--- src/rtl/pipeline_hazard_ctrl.sv ---
// Hazard/stall controller for the 5-stage MIPS pipeline: in-flight destination scoreboard,
// registered EX forwarding selects, load-use stall, branch flush and DMEM freeze.
module pipeline_hazard_ctrl #(
   parameter int REG_ADDR_W = 5,
   parameter int CNT_W      = 16
) (
   input  logic                  SYS_clk,
   input  logic                  SYS_reset_n,
   input  logic [REG_ADDR_W-1:0] D_rs,
   input  logic [REG_ADDR_W-1:0] D_rt,
   input  logic                  D_use_rs,
   input  logic                  D_use_rt,
   input  logic [REG_ADDR_W-1:0] D_write_register,
   input  logic                  D_RegWrite,
   input  logic                  D_MemRead,
   input  logic                  EX_branch_taken,
   input  logic                  MEM_access,
   input  logic                  DMEM_ready,
   output logic                  PC_en,
   output logic                  D_en,
   output logic                  D_flush,
   output logic                  EX_bubble,
   output logic                  pipe_en,
   output logic [1:0]            EX_fwd_a,
   output logic [1:0]            EX_fwd_b,
   output logic [1:0]            HZ_state,
   output logic [CNT_W-1:0]      HZ_stall_cycles
);

   typedef struct packed {
      logic                  wr;
      logic [REG_ADDR_W-1:0] rd;
      logic                  ld;
   } sb_t;

   typedef enum logic [1:0] {
      RUN      = 2'b00,
      LU_STALL = 2'b01,
      FLUSH    = 2'b10,
      MEM_WAIT = 2'b11
   } hz_state_e;

   // The WB entry is not kept: the regfile writes before it reads, so nothing would consume it.
   sb_t              sb_ex_q, sb_ex_d, sb_mem_q;
   logic [1:0]       fwd_a_q, fwd_a_d, fwd_b_q, fwd_b_d;
   hz_state_e        state_q, state_d;
   logic [CNT_W-1:0] cnt_q;
   logic             mw, lu;
   logic             pc_en_c, d_en_c, d_flush_c, bubble_c, pipe_en_c;

   function automatic logic [1:0] fwd_sel(input logic use_r, input logic [REG_ADDR_W-1:0] r,
                                          input sb_t ex, input sb_t mem);
      if (use_r && ex.wr && r == ex.rd && !ex.ld) return 2'b10;
      else if (use_r && mem.wr && r == mem.rd)    return 2'b01;
      else                                        return 2'b00;
   endfunction

   assign mw = MEM_access & ~DMEM_ready;
   assign lu = sb_ex_q.wr & sb_ex_q.ld &
               ((D_use_rs & (D_rs == sb_ex_q.rd)) | (D_use_rt & (D_rt == sb_ex_q.rd)));

   always_comb begin
      pc_en_c   = 1'b1;
      d_en_c    = 1'b1;
      d_flush_c = 1'b0;
      bubble_c  = 1'b0;
      pipe_en_c = 1'b1;
      state_d   = RUN;
      if (!SYS_reset_n) begin
         pc_en_c   = 1'b0;
         d_en_c    = 1'b0;
         pipe_en_c = 1'b0;
      end else if (mw) begin
         pc_en_c   = 1'b0;
         d_en_c    = 1'b0;
         pipe_en_c = 1'b0;
         state_d   = MEM_WAIT;
      end else if (EX_branch_taken) begin
         d_flush_c = 1'b1;
         bubble_c  = 1'b1;
         state_d   = FLUSH;
      end else if (lu) begin
         pc_en_c   = 1'b0;
         d_en_c    = 1'b0;
         bubble_c  = 1'b1;
         state_d   = LU_STALL;
      end
   end

   always_comb begin
      sb_ex_d = '0;
      fwd_a_d = 2'b00;
      fwd_b_d = 2'b00;
      if (!bubble_c) begin
         sb_ex_d.wr = D_RegWrite & (D_write_register != '0);
         sb_ex_d.rd = D_write_register;
         sb_ex_d.ld = D_MemRead;
         fwd_a_d    = fwd_sel(D_use_rs, D_rs, sb_ex_q, sb_mem_q);
         fwd_b_d    = fwd_sel(D_use_rt, D_rt, sb_ex_q, sb_mem_q);
      end
   end

   always_ff @(posedge SYS_clk) begin
      if (!SYS_reset_n) begin
         sb_ex_q  <= '0;
         sb_mem_q <= '0;
         fwd_a_q  <= 2'b00;
         fwd_b_q  <= 2'b00;
         state_q  <= RUN;
         cnt_q    <= '0;
      end else begin
         state_q <= state_d;
         if (pipe_en_c) begin
            sb_mem_q <= sb_ex_q;
            sb_ex_q  <= sb_ex_d;
            fwd_a_q  <= fwd_a_d;
            fwd_b_q  <= fwd_b_d;
         end
         if (!pc_en_c && cnt_q != '1) cnt_q <= cnt_q + 1'b1;
      end
   end

   assign PC_en           = pc_en_c;
   assign D_en            = d_en_c;
   assign D_flush         = d_flush_c;
   assign EX_bubble       = bubble_c;
   assign pipe_en         = pipe_en_c;
   assign EX_fwd_a        = fwd_a_q;
   assign EX_fwd_b        = fwd_b_q;
   assign HZ_state        = state_q;
   assign HZ_stall_cycles = cnt_q;

endmodule
--- config.mk ---
export PLATFORM = sky130hd
export DESIGN_NAME = pipeline_hazard_ctrl
export DESIGN_NICKNAME = d
export VERILOG_FILES = /design/src/rtl/pipeline_hazard_ctrl.sv
export SDC_FILE = /design/constraint.sdc
export NUM_CORES = 1
export LEC_CHECK = 0
export ABC_AREA = 1
export CAP_MARGIN = 15
export CORE_MARGIN = 4
export CORE_UTILIZATION = 44
export CTS_CLUSTER_DIAMETER = 120
export DETAILED_ROUTE_END_ITERATION = 7
export PLACE_DENSITY_LB_ADDON = 0.15
export SLEW_MARGIN = 15
export SYNTH_ARGS = -nofsm -noshare
export SYNTH_HDL_FRONTEND = slang
export SYNTH_SLANG_ARGS = --single-unit
export TNS_END_PERCENT = 100
--- constraint.sdc ---
create_clock -name SYS_clk -period 1.6 [get_ports SYS_clk]
set_input_delay 0.32 -clock SYS_clk [delete_from_list [all_inputs] [get_ports SYS_clk]]
set_output_delay 0.32 -clock SYS_clk [all_outputs]
set_load 0.01 [all_outputs]
==> results.md <==
* Status: finished, violations left
* Failing checks: negative setup slack
* Leak at 0.00136 uW
* Max FO, Critical Path at 3
* Fin util at between 60% and 70%
* Share of cells above drive strength 1 at roughly 28%
* DRC Markers at 0
* CP peak stage delay at around 0.35 ns
* Share of the synthesized area in the top cell type at about a third
* Port Buffers at 50
* Register Area at between 700 and 800 sq um
* Fin nets at 402
* DR vias/cell at between 5 and 6
* Clock power share at 33.7%
* FF+latch count, synth at 35
* Final hold vios at 0
* Fraction of the mapped netlist area in compound gates at roughly 8.7%
* Startpoint types: register
* Final Skew at ~0.0055 ns
* Slew headroom at between 70% and 80%
* Adder-Cell Fraction of Synth Area at less than 1%
* Starting Density at 45.8%
* Max Clock Freq at ~550 MHz
* Inst Count DP at 415
* Top Ports at just over 50
* Fin area at around 3000 sq um
* Hold buffer count at cts at 0
* Inserted Diodes at 0
* Switching Fraction at a little over a quarter
* Reg-to-reg setup timing slack at -0.15 ns
* Gate Count Post-Synth at slightly below 300
* Placer Congestion at roughly 0.84
* Syn. warnings at 0
* Max-slew violation count at 0
* HPWL Detailed at 3860 um
* Vias at 2,193
* Distinct cells, synth at 31
* Max_cap viols at 0
* Detail Route Antenna Nets at 0
* TritonCTS buffer count at 5
* WP buf/inv at 4
* Mapped Avg Cell Area at around 7.0 sq um
* Most common cell after layout, fill and taps aside: nand2_1
* CTS tree: done
* Syn nets at around 320
* Final Instance Count excl. Fillers at roughly 430
* First-pass GRT wire length at 8960 um
* Peak VDD IR at around 0.47 mV
* Crit end category: primary output
* Skew-Pair Late Insertion Delay at roughly 0.29 ns
* Post-Synth Simple-Gate Area at around two fifths
* Chip Width at 75.8 um
* Post-Place Cell Area at 2750 sq um
* Final Setup Violations at 19
* NetSw at around 520 uW
* Layout fillers at a little under 400
* Sequential share of the synthesized area at ~35%
* Total Die Area at roughly 5700 sq um
* Clk buf depth at 2
* Hold Path Origin: EX_fwd_a[0]$_SDFFE_PN0P_
* Seq pwr share at between 40 and 50%
* Synth area leader: dfxtp_1
* Wire per inst at around 13 um
* Total track usage at roughly a fifth
* Hold Crit Depth at 2
* RR Startpoint: sb_ex_q[2]$_SDFFE_PN0P_
* CTS Sinks at 35
* Largest net degree at the start of global routing at 17
* FP Rows at 24
* Tightest Pin Transition at ~0.35 ns
* Multi-input gate area at approximately 1200 sq um
* Top cells by area, synth: dfxtp_1 35%, nand2_1 15%, nand3_1 8.2%
* Number of global-route vias before repair at 2,097
* H-tree depth at 2
* Core box area at ~4400 sq um
* Crit-path leading delay family: simple AND/OR/NAND/NOR gates
* Clk root buf: clkbuf_8
* DIE HEIGHT at around 76 um
* Syn-to-layout area delta at 48.8%
* Worst Path Arrival at ~1.5 ns
* First drt pass iteration count at 4
* Multiplexer area fraction after synthesis at 0%
* Int Pwr at roughly 1400 uW
* Crit Path Class: register to primary output
* Comb pwr share at 19.4%
* Pwr Density at about 650 nW/um^2
* Synthesized cell area at 2020 sq um
* CP max-delay cell: dfxtp_2
* Post-Route WL at about 5600 um
* RSZ-0062 raised after global routing: true
* Initial antenna violation count at 0
* Main combinational cell family by area after synthesis: simple AND/OR/NAND/NOR gates
* Worst reg2reg endpoint: HZ_stall_cycles[9]$_SDFFE_PN0P_
* Data required time at the worst endpoint at ~1.3 ns
* CTS clk-pin slew, worst paths at approximately 0.070 ns
* First-iteration detailed-routing DRC count at between 150 and 200
* R2R depth at 13
* Setup WS post-layout at -0.226 ns
* Cells along the critical path: inv_2 > nand2_1 > nand2_1 > nor2_2 > nand3_2 > nand2_2 > buf_6 > nand3_4 > nand2_4 > inv_4 > buf_6
* GRT overflow at 0
* Min cycle time layout at approximately 1.8 ns
* Worst hold endpoint: EX_fwd_a[0]$_SDFFE_PN0P_
* Final clock period utilization by the worst path at 114%
* Synth Area in XOR/XNOR at 7.36%
* Highest-count cells in the layout ignoring fill and taps: 75 x nand2_1, 33 x nand3_1, 32 x buf_4, 26 x clkdlybuf4s50_1
* Hold crit path type: register to register
-- synth_stat cells, drive strengths merged --
library cell / instances
ha: 1
dfxtp: 35
xnor2: 8
nor3: 5
nand2: 84
nand3: 39
a21oi: 17
nor2: 29
nor4: 1
or3: 1
nand4: 5
a221oi: 1
inv: 30
buf: 6
clkbuf: 2
o2111ai: 1
o22ai: 2
xor2: 9
nand3b: 2
o21ai: 12
-- metal layers --
layer / vias up / track usage, % / part of all wire (%)
met4: 0 / 8.93 / 2.1
met3: 14 / 4.88 / 5.7
met5: - / 0 / 0
li1: 1116 / - / -
met2: 63 / 35.8 / 51
met1: 1000 / 23.3 / 41
-- kinds of logic (layout without fill, tap and decap cells) --
family | Yosys count | after routing
XOR/XNOR | 17 | 17
adder cells (fa/ha/maj) | 1 | 1
buffers and inverters | 38 | 125
AND/OR/NAND/NOR | 166 | 166
flip-flops | 35 | 35
AO/OA/AOI/OAI | 33 | 33
-- cell type report --
type	count	share of cell area, %
Tap cell	52	2.16
Sequential cell	35	23.9
Inverter	30	3.82
Timing Repair Buffer	88	27.8
Clock buffer	6	2.74
Multi-Input combinational cell	217	39.4
Clock inverter	1	0.166
-- state kept, by name (all words and copies together), names as in the netlist --
signal,cells
sb_mem_q,6
EX_fwd_a,2
HZ_stall_cycles,16
EX_fwd_b,2
sb_ex_q,7
HZ_state,2
-- power by group through the flow --
stage	registers, uW	logic, uW	clock network, uW
floorplan	940	163	0
global placement	934	336	0
detailed placement	935	338	0
CTS	916	371	674
global route	918	414	700
finish	916	379	659
-- worst register-to-register path, cell delays in order, from the launching register on --
cell and delay, ns:
dfxtp_2 0.35, inv_2 0.05, nand2_1 0.05, nand2_1 0.06, nor2_2 0.11, nand3_2 0.12
nand2_2 0.09, buf_6 0.10, nand3_4 0.06, nand2_4 0.09, buf_4 0.14, bufbuf_16 0.27
nand3_1 0.06, a21oi_1 0.14
-- timing repair --
item	in CTS	in global routing
setup buffers	4	2
gates cloned	2	0
endpoints found under the setup margin	36	29
pin swaps	12	16
gates resized for setup	58	18
-- worst max path at each step --
stage	from	to	slack (ns)	cells past startpoint
after floorplan	D_rs[0]	PC_en	0.008	12
after global placement	D_rs[1]	EX_bubble	-0.78	12
after detailed placement	D_rs[3]	EX_bubble	-0.78	12
after CTS	sb_ex_q[2]$_SDFFE_PN0P_	PC_en	-0.25	11
after global routing	sb_ex_q[5]$_SDFFE_PN0P_	PC_en	-0.30	11
final	sb_ex_q[2]$_SDFFE_PN0P_	PC_en	-0.23	11
-- through the flow --
stage	setup TNS, ns	hold slack (ns)	setup WS, ns	power [uW]
6_report	-2.56	0.474	-0.226	1950
5_1_grt	-4.40	0.508	-0.300	2030
4_1_cts	-2.90	0.481	-0.253	1960
3_5_place_dp	-18.62	0.460	-0.780	1270
3_3_place_gp	-18.32	0.462	-0.775	1270
2_1_floorplan	0	0.423	0.00814	1100
No activity file was read; power rests on OpenSTA's default activity.
